===== config.mk =====
export PLATFORM = sky130hd
export DESIGN_NAME = operand_fetch
export DESIGN_NICKNAME = d
export VERILOG_FILES = /design/src/rtl/operand_fetch.sv
export SDC_FILE = /design/constraint.sdc
export NUM_CORES = 1
export LEC_CHECK = 0
export CAP_MARGIN = 30
export CORE_AREA = 2 2 197 160
export DETAILED_ROUTE_END_ITERATION = 12
export DIE_AREA = 0 0 199 162
export GPL_TIMING_DRIVEN = 0
export HOLD_SLACK_MARGIN = 0.05
export PLACE_DENSITY = 0.59
export SLEW_MARGIN = 30
export SYNTH_ARGS = -nofsm -noshare
export SYNTH_HDL_FRONTEND = slang
export SYNTH_SLANG_ARGS = --single-unit
export TNS_END_PERCENT = 5

===== constraint.sdc =====
create_clock -name Clk -period 5.9 [get_ports Clk]
set_clock_uncertainty 0.1 [all_clocks]
set_input_delay 0.885 -clock Clk [delete_from_list [all_inputs] [get_ports Clk]]
set_output_delay 0.885 -clock Clk [all_outputs]
set_load 0.005 [all_outputs]

===== src/rtl/operand_fetch.sv =====
// ---------------------------------------------------------------------------
// operand_fetch
//
// Operand-fetch stage with a register scoreboard. A decoded instruction is
// accepted in EMPTY, and its register numbers are latched. The stage then sits
// in CHECK and drives the register-file read ports until neither source is
// busy and the output slot is free. It then captures both operands together
// with the destination, and marks the destination busy. Write-back results
// pass straight through to the register-file write port and clear the
// matching busy bits.
//
// Ports
//   Clk, Resetb          clock (rising edge) and async active-low reset
//   InValid / InReady    request handshake
//   InRn, InRm, InRd     source A, source B and destination register numbers
//   InRegWr              the request writes InRd
//   RA, RB               register-file read addresses
//   BusA, BusB           combinational register-file read data
//   RW, BusW, RegWr      register-file write port (the file writes on negedge)
//   WbValid, WbRd,
//   WbData               write-back result
//   OutValid / OutReady  operand bundle handshake
//   OutA, OutB           captured operands
//   OutRd, OutRegWr      destination carried with the bundle
//   StallCount           saturating count of cycles stalled on a hazard
// ---------------------------------------------------------------------------
module operand_fetch #(
    parameter int DATA_W = 64,
    parameter int CNT_W  = 16
) (
    input  logic              Clk,
    input  logic              Resetb,
    input  logic              InValid,
    output logic              InReady,
    input  logic [4:0]        InRn,
    input  logic [4:0]        InRm,
    input  logic [4:0]        InRd,
    input  logic              InRegWr,
    output logic [4:0]        RA,
    output logic [4:0]        RB,
    input  logic [DATA_W-1:0] BusA,
    input  logic [DATA_W-1:0] BusB,
    output logic [4:0]        RW,
    output logic [DATA_W-1:0] BusW,
    output logic              RegWr,
    input  logic              WbValid,
    input  logic [4:0]        WbRd,
    input  logic [DATA_W-1:0] WbData,
    output logic              OutValid,
    input  logic              OutReady,
    output logic [DATA_W-1:0] OutA,
    output logic [DATA_W-1:0] OutB,
    output logic [4:0]        OutRd,
    output logic              OutRegWr,
    output logic [CNT_W-1:0]  StallCount
);

    typedef enum logic {
        EMPTY = 1'b0,
        CHECK = 1'b1
    } state_t;

    localparam logic [4:0] XZR = 5'd31;

    state_t              state_q, state_d;
    logic [4:0]          latchRn_q, latchRn_d;
    logic [4:0]          latchRm_q, latchRm_d;
    logic [4:0]          latchRd_q, latchRd_d;
    logic                latchRegWr_q, latchRegWr_d;
    logic [31:0]         busy_q, busy_d;
    logic                outValid_q, outValid_d;
    logic [DATA_W-1:0]   outA_q, outA_d;
    logic [DATA_W-1:0]   outB_q, outB_d;
    logic [4:0]          outRd_q, outRd_d;
    logic                outRegWr_q, outRegWr_d;
    logic [CNT_W-1:0]    stallCnt_q, stallCnt_d;

    logic                accept;
    logic [31:0]         wbHit;
    logic [31:0]         effBusy;
    logic                hazard;
    logic                slotFree;
    logic                capture;

    // Write-back goes straight to the register file; it lands on the falling
    // edge, so a read in the same cycle already sees the new value by the
    // next rising edge.
    assign RW    = WbRd;
    assign BusW  = WbData;
    assign RegWr = WbValid;

    // A write-back in flight this cycle cancels the busy bit it targets,
    // letting a waiting consumer capture in the very same cycle.
    always_comb begin
        wbHit    = WbValid ? (32'd1 << WbRd) : 32'd0;
        effBusy  = busy_q & ~wbHit;
        hazard   = effBusy[latchRn_q] | effBusy[latchRm_q];
        slotFree = !outValid_q || OutReady;
        accept   = InValid && (state_q == EMPTY);
        capture  = (state_q == CHECK) && !hazard && slotFree;
    end

    // State register.
    always_ff @(posedge Clk or negedge Resetb) begin
        if (!Resetb) begin
            state_q <= EMPTY;
        end else begin
            state_q <= state_d;
        end
    end

    // Next-state logic.
    always_comb begin
        state_d = state_q;
        case (state_q)
            EMPTY: if (accept)  state_d = CHECK;
            CHECK: if (capture) state_d = EMPTY;
            default:            state_d = EMPTY;
        endcase
    end

    // FSM outputs: handshake and register-file read addresses.
    always_comb begin
        InReady = 1'b0;
        RA      = 5'd0;
        RB      = 5'd0;
        if (state_q == EMPTY) begin
            InReady = 1'b1;
        end else begin
            RA = latchRn_q;
            RB = latchRm_q;
        end
    end

    // Datapath next-state: request latch, scoreboard, output bundle, counter.
    // A set of busy[Rd] from a capture is applied after the write-back clear
    // so that the new producer wins over a retiring older one.
    always_comb begin
        latchRn_d    = latchRn_q;
        latchRm_d    = latchRm_q;
        latchRd_d    = latchRd_q;
        latchRegWr_d = latchRegWr_q;
        busy_d       = busy_q;
        outValid_d   = outValid_q;
        outA_d       = outA_q;
        outB_d       = outB_q;
        outRd_d      = outRd_q;
        outRegWr_d   = outRegWr_q;
        stallCnt_d   = stallCnt_q;

        if (accept) begin
            latchRn_d    = InRn;
            latchRm_d    = InRm;
            latchRd_d    = InRd;
            latchRegWr_d = InRegWr;
        end

        if (WbValid && (WbRd != XZR)) begin
            busy_d[WbRd] = 1'b0;
        end

        if ((state_q == CHECK) && hazard && (stallCnt_q != {CNT_W{1'b1}})) begin
            stallCnt_d = stallCnt_q + 1'b1;
        end

        if (capture) begin
            outValid_d = 1'b1;
            outA_d     = BusA;
            outB_d     = BusB;
            outRd_d    = latchRd_q;
            outRegWr_d = latchRegWr_q;
            if (latchRegWr_q && (latchRd_q != XZR)) begin
                busy_d[latchRd_q] = 1'b1;
            end
        end else if (outValid_q && OutReady) begin
            outValid_d = 1'b0;
        end

        busy_d[XZR] = 1'b0;
    end

    // Datapath registers.
    always_ff @(posedge Clk or negedge Resetb) begin
        if (!Resetb) begin
            latchRn_q    <= 5'd0;
            latchRm_q    <= 5'd0;
            latchRd_q    <= 5'd0;
            latchRegWr_q <= 1'b0;
            busy_q       <= 32'd0;
            outValid_q   <= 1'b0;
            outA_q       <= '0;
            outB_q       <= '0;
            outRd_q      <= 5'd0;
            outRegWr_q   <= 1'b0;
            stallCnt_q   <= '0;
        end else begin
            latchRn_q    <= latchRn_d;
            latchRm_q    <= latchRm_d;
            latchRd_q    <= latchRd_d;
            latchRegWr_q <= latchRegWr_d;
            busy_q       <= busy_d;
            outValid_q   <= outValid_d;
            outA_q       <= outA_d;
            outB_q       <= outB_d;
            outRd_q      <= outRd_d;
            outRegWr_q   <= outRegWr_d;
            stallCnt_q   <= stallCnt_d;
        end
    end

    assign OutValid   = outValid_q;
    assign OutA       = outA_q;
    assign OutB       = outB_q;
    assign OutRd      = outRd_q;
    assign OutRegWr   = outRegWr_q;
    assign StallCount = stallCnt_q;

endmodule


Yosys cells after proc, flatten, opt, wreduce, memory -nomap -nowiden
Cells that the tools add are included.
{"block": "classes", "shift": 1, "n_mux": 20, "bitwise": 7, "n_addsub": 1, "eq_ne": 3, "magnitude_cmp": 6, "n_reduce_logical": 14}
{"cell": "$mux 31", "count": 3}
{"cell": "$and 31x32->32", "count": 1}
{"cell": "$mux 32", "count": 1}
{"cell": "$not 32->32", "count": 1}
{"cell": "$shl 1x5->32 const A", "count": 1}
{"cell": "$and 31x31->31", "count": 1}
{"cell": "$not 31->31", "count": 1}
{"cell": "$or 31x31->31", "count": 1}
{"cell": "$lt 5x6->1 const B", "count": 4}
{"cell": "$add 16x1->16 const B", "count": 1}
{"cell": "$ne 16x16->1 const B", "count": 1}
{"cell": "$bmux 1 s5", "count": 2}
{"cell": "$demux 1 s5", "count": 2}
{"cell": "$ge 5x1->1 const B", "count": 2}
{"cell": "$logic_and 1x1->1", "count": 10}
{"cell": "$mux 5", "count": 2}
{"cell": "$ne 5x5->1 const B", "count": 2}
{"cell": "$mux 1", "count": 9}
{"cell": "$logic_not 1->1", "count": 2}
{"cell": "$pmux 1 s2", "count": 1}
{"cell": "$reduce_bool 2->1", "count": 1}
{"cell": "$logic_or 1x1->1", "count": 1}
{"cell": "$not 1->1", "count": 1}
{"cell": "$or 1x1->1", "count": 1}
{"block": "word_totals", "word_cells": 64, "out_inout_bits": 232, "register_bits": 199, "in_bits": 218}

Longest topological paths before layout
{"block": "depth", "word_depth": 12, "depth_mapped": 11, "ltp_nobuf": 8}

Least setup slack after synthesis
OpenSTA, ideal clock, no wires.
{"block": "synth_path", "path_type": "in2reg", "startpoint": "in WbRd[1]", "endpoint": "reg outA_q[31], in the netlist OutA[31]", "n_path_buf": 4, "t_arrival_ns": 3.303, "setup_ns": 0.125, "cell_stages": 11, "required_time_ns": 5.675, "setup_slack_ns": 2.372, "cell_sequence": "buf_2 -> nand2b_1 -> clkbuf_1 -> o21ai_0 -> mux4_2 -> o22ai_1 -> or3_1 -> a211oi_2 -> buf_2 -> buf_4 -> mux2_2"}
{"block": "synth_between", "elab_chain_cells": 10, "elab_cells_between_ends": 12, "cone_classes": "shift: 1; mux: 5; bitwise: 3; reduce/logical: 3"}
{"element": "start, declared", "line": "47", "text": "input logic [4:0] WbRd,"}
{"element": "$shl 1x5->32 (*)", "line": "95", "text": "wbHit = WbValid ? (32'd1 << WbRd) : 32'd0;"}
{"element": "$mux 32 (*)", "line": "95"}
{"element": "$not 32->32 (*)", "line": "96", "text": "effBusy = busy_q & ~wbHit;"}
{"element": "$and 31x32->32 (*)", "line": "96"}
{"element": "$bmux 1 s5", "line": "97", "text": "hazard = effBusy[latchRn_q] | effBusy[latchRm_q];"}
{"element": "$mux 1 (implied by the code)", "line": "97"}
{"element": "$or 1x1->1 (*)", "line": "97"}
{"element": "$logic_not 1->1 (*)", "line": "100", "text": "capture = (state_q == CHECK) && !hazard && slotFree;"}
{"element": "$logic_and 1x1->1 (*) (2 in a row)", "line": "100"}
{"element": "end signal, assigned", "line": "203", "text": "outA_q <= outA_d;"}
{"element": "end, declared", "line": "72", "text": "logic [DATA_W-1:0] outA_q, outA_d;"}
Every way passes the cells marked *; elsewhere a longest branch is shown, timed or not. The select of a mux whose other input is x is not followed.
A chain may end at the register's enable or synchronous reset.

Final worst setup path
{"block": "layout_path", "startpoint": "in WbRd[0]", "endpoint": "reg outA_q[61], in the netlist OutA[61]"}
The elaborated chain is that of the path after synthesis.

==> results.toml <==
[status]
outcome = "complete, no violations"

[die]
fp-row-count = 57
die_x_um = 199
core_region_area_mm2 = 0.0302
initial_core_util_pct = 29.8
die_h_um = 162
die-area_mm2 = 0.0322
pin_count = 450

[grt]
antenna_found_initial = 4
grtUsageTotal_pct = 18.2
grt-busiest-layer = "met2"
grt_pass1_vias = 7302
gr-usage-met3_pct = 7.39
overflow = 0
grt_max_degree = 80
use_met2_pct = 29.3
grt_use_met1_pct = 22.4
grt_first_pass_wirelength_um = 44200

[setup_path]
r2r_cells = 11
end_kind = "flop"
critPathLaunch = "WbRd[0]"
cp_slowest_cell = "clkdlybuf4s50_1"
cp_max_fo = 10
crit_arrival_ns = 4.86
crit_path_start_kind = "input port"
max_stage_delay_ns = 0.54
crit_type = "input port to flop"
worstReg2RegStart = "latchRn_q[1]"
regToRegSetupSlack_ns = 1.86
cp.required_ns = 6.12
crit_top_cell = "buf_2"
rr_endpoint = "OutA[61]"
worstPathCellList = "clkdlybuf4s50_1, clkbuf_1, nand2_1, o21ai_0, mux4_2, o22ai_1, or3_1, a211oi_2, buf_2, buf_2, mux2_1"

[yosys]
async_reset_ff_share_pct = 100
yosys.area_share.simple_pct = 6.73
synth_nets = 928
ys_seq_elements = 199
synth-edff-count = 0
yosys_warnings = 0
synth_cell_types = 59
synth_xor_xnor_area_share_pct = 1.56
synthCells = 709
syn_avg_cell_area_um2 = 12.7
synthMuxAreaShare_pct = 20.8
synth-compound-area-share_pct = 7.48
synthFlopType = "dfrtp_1"
seq_area_frac_synth_pct = 55.3
synth_top_family_by_area = "multiplexers"
syn_area_mm2 = 0.00900
synthAdderAreaFrac_pct = 0.139

[layout]
nNetsFinal = 1333
final_cells = 1539
drive_gt1_share_pct = 16.4
layout_common_cells = "clkdlybuf4s50_1, dfrtp_1, mux2_1"
layout_commonest_cell = "clkdlybuf4s50_1"
final_util_pct = 46.4
area_growth_pct = 55.3

[power]
pwr_density_cell_mw_per_mm2 = 523
p_leak_uw = 0.00569
ir_drop_mv = 0.325

[sta]
setup_viol = 0
rsz0062_at_grt = "no"
hold_viol = 0
slew_headroom_pct = 52.9
fmax_mhz = 215
fin_crit_sh_pct = 78.7
tightestPinTransition_ns = 0.707
maxSlewViolCount = 0
period_minus_slack_ns = 4.64

[clocking]
cts.sink_count = 199
htreeDepth = 4
cts-root-buf = "clkbuf_16"
cts_tree = "done"
post-cts-setup-buffer-count = 0
cts_buffer_depth = 2
clock_latency_ns = 0.44
holdBufCountCts = 0
ctsResizeCount = 0
clkTransAtPathRegs_ns = 0.07
cts_made_buffers = 17

[place]
post-place-cells = 1508
place.gp.congestion = 0.860
dp_hpwl_um = 22900
numPortBuffers = 384

[flow_run]
drv_cap = 0

[drt]
via_per_inst = 4.68
first_pass_iters = 5
wire_per_inst_um = 19.2
drt_wl_total_um = 29600
drc = 0
ant_nets = 0
drtIter0Drc = 289
vias = 7203

[min_path]
hold_class = "input port to async pin"
[stage by stage]
stage / total power, uW / TNS, ns / area (um^2) / setup slack, ns / hold WS [ns]
after floorplan: 4230 / 0 / 9000 / 2.37 / 0.368
after global placement: 6200 / -1012.52 / 13400 / -5.10 / 0.366
after detailed placement: 6240 / 0 / 13400 / 0.687 / 0.374
after CTS: 7440 / 0 / 14000 / 1.16 / 0.278
after global routing: 7800 / 0 / 14000 / 0.891 / 0.285
final: 7310 / 0 / 14000 / 1.26 / 0.272
[power by group]
group	total [uW]	internal (uW)	leakage, uW	switching (uW)
Sequential	2440	2040	0.00237	395
Combinational	3730	2120	0.00306	1610
Clock	1150	589	0.000263	562
[routing by layer]
layer,up-vias,wire (um),part of all wire (%)
met3,37,3000,10
li1,3279,-,-
met5,-,27,0.091
met2,343,14000,47
met4,4,626,2.1
met1,3540,11900,40
[cells by family after synthesis]
logic type / after synthesis
AOI/OAI and AO/OA: 108
and+or+nand+nor: 108
buffers and inverters: 115
DFF: 199
muxes: 162
adders and majority gates: 1
xor gates and xnor gates: 16
[cell usage after synthesis (5+ instances only)]
cell type,instances,area (um^2)
nor3_1,9,45.0
mux2_1,100,1130
o211ai_1,8,60.1
nand2_1,22,82.6
mux2_2,53,597
o21ai_1,17,85.1
nand3_1,15,75.1
buf_2,16,80.1
mux4_2,5,113
dfrtp_1,199,4980
o21ai_0,49,245
clkbuf_1,16,60.1
inv_1,8,30.0
buf_4,71,533
nand2b_1,5,31.3
xor2_1,15,131
nor2_1,17,63.8
[worst max path at each step]
stage / endpoint / slack (ns) / cells after the start
final: OutA[61] / 1.26 / 11
after global routing: busy_q[7] / 0.89 / 11
after CTS: OutA[61] / 1.16 / 11
after detailed placement: OutRd[0] / 0.69 / 11
after global placement: OutA[28] / -5.10 / 1
after floorplan: OutA[31] / 2.37 / 11
[critical path, delay by kind of cell]
family          cells  cell delay, ns
simple gates        2            0.71
buf+inv             4            1.64
compound gates      3            0.94
mux                 2            0.68
[flip-flops by register name (all words and copies together), names as in the netlist, 5 cells and up]
register and count:
latchRd_q 5, OutA 64, latchRm_q 5, busy_q 31, StallCount 16, OutRd 5, latchRn_q 5, OutB 64
[cell type report]
type	count	area, um^2
Antenna cell	1	2.50
Buffer	105	681
Clock buffer	19	433
Clock inverter	11	118
Fill cell	2822	16200
Inverter	10	37.5
Multi-Input combinational cell	395	3310
Sequential cell	199	4980
Tap cell	413	517
Timing Repair Buffer	386	3900
(Power assumes the default switching activity.)
==> variant, RTL diff (config.mk and constraints unchanged) <==
Register the output `StallCount` once more, with the module's reset; this adds one clock of latency there. The other outputs are not delayed to match. Comments in the files are not updated.
--- a/src/rtl/operand_fetch.sv
+++ b/src/rtl/operand_fetch.sv
@@ -213,7 +213,13 @@
     assign OutB       = outB_q;
     assign OutRd      = outRd_q;
     assign OutRegWr   = outRegWr_q;
-    assign StallCount = stallCnt_q;
+    always_ff @(posedge Clk or negedge Resetb) begin
+        if (!Resetb) begin
+            StallCount <= '0;
+        end else begin
+            StallCount <= stallCnt_q;
+        end
+    end
 
 endmodule
 
Check against the original RTL: not equivalent (a bounded check fails within 10 cycles, from zero or initial values and one cycle with Resetb low).
==> variant against the unedited design <==
- final cell count rose by 5.1%
- worst setup slack improved by 0.27 ns
- register-to-register slack improved by 0.54 ns
- routed wire length increased by 5.1%
- synthesized area grew 7.2%
- clock power up 36%
- final area up 6.4%
- total power grew 14%
- critical path depth is 1 higher
- worst hold slack got worse by 0.071 ns
- sequential power rose by 7%
- sequential cell count up 16
- critical endpoint is now busy_q[17]
- largest power group unchanged
==> variant: results (changes against the unedited design) <==
- Outcome: complete, no violations
- Total GRT Usage: 18.8% (+0.56 points)
- Area of the multi-input gates: 3440 µm² (+4.0%)
- Flop pwr share: 31.4% (-1.9 points)
- Final worst slack: 1.53 ns (+0.271 ns)
- CP peak stage delay: 0.66 ns (+0.12 ns)
- Vias in the first global route: 7935 (+8.7%)
- WP data arrival: 4.69 ns (-0.17 ns)
- Largest cells by area after synthesis: dfrtp_1, mux2_2, buf_4
- Synth Area in Compound Gates: 8.49% (+1.0 points)
- Reg area: 5380 µm² (+8.0%)
- Post-DP HPWL: 24000 µm (+4.8%)
- Comb power: 4.16 mW (+12%)
- Sw Pwr: 2.77 mW (+8.1%)
- Cells after Synth: 776 (+9.4%)
- Largest delay share family, worst path: compound AO/OA/AOI/OAI gates
- Buffering overhead: 31.4% (-1.4 points)
- # port buffers: 382 (-0.52%)
- Vias: 7642 (+6.1%)
- R2R Setup Slk: 2.40 ns (+0.54 ns)
- Met2 usage: 31.1% (+1.8 points)
- Final nets: 1406 (+5.5%)
- Clk cell area share: 5.52% (+1.6 points)
- Pre-antenna DRT Iters: 7 (+2)
- Synth Area in XOR/XNOR: 1.45% (-0.10 points)
- Routability cong.: 0.935 (+8.7%)
- Initial DRC Count: 360 (+25%)
- Clk Latency, worst-skew pair: 0.53 ns (+0.09 ns)
- Final std cells w/o fill: 1617 (+5.1%)
- Wl on met1: 12600 µm (+6.0%)
- GR Util met1: 23.7% (+1.4 points)
- Initial antenna violation count: 5 (+1)
- Global-route wire length before repair: 46600 µm (+5.6%)
- # fillers: 2779 (-1.5%)
- Post-synthesis adder-cell area fraction: 0.130% (-0.0093 points)
- # clk buffers: 35 (+16)
- Comb power frac: 49.8% (-1.1 points)
- Diode count: 2 (+1)
- Pre-CTS setup slack: 1.03 ns (+0.340 ns)
variant: changes by cell type after synthesis, sizes merged, moves of 4 or more:
cell and delta:
and3 +4, dfrtp +16, clkbuf +5, nand3 -4, mux2 -9, buf +6
o2111ai +5, nand2 +24, or2 +6, o41ai +4, o31ai +4, nor2 +5
variant: path summary, 6_finish.rpt:
path | startpoint | end | depth (start not counted)
max in group asynchronous | Resetb | OutB[20] | 2
worst max register to register | latchRm_q[0] | busy_q[17] | 11
worst min-delay path | Resetb | busy_q[10] | 1
worst min register to register | stallCnt_q[12] | StallCount[12] | 0
worst max-delay path | WbRd[0] | busy_q[17] | 12
min in group Clk | stallCnt_q[12] | StallCount[12] | 0
variant: stage by stage:
stage | instance area, µm² | setup TNS (ns)
2_1_floorplan | 9650 | 0
3_3_place_gp | 14000 | -1241.69
3_5_place_dp | 14000 | 0
4_1_cts | 14900 | 0
5_1_grt | 14900 | 0
6_report | 14900 | 0
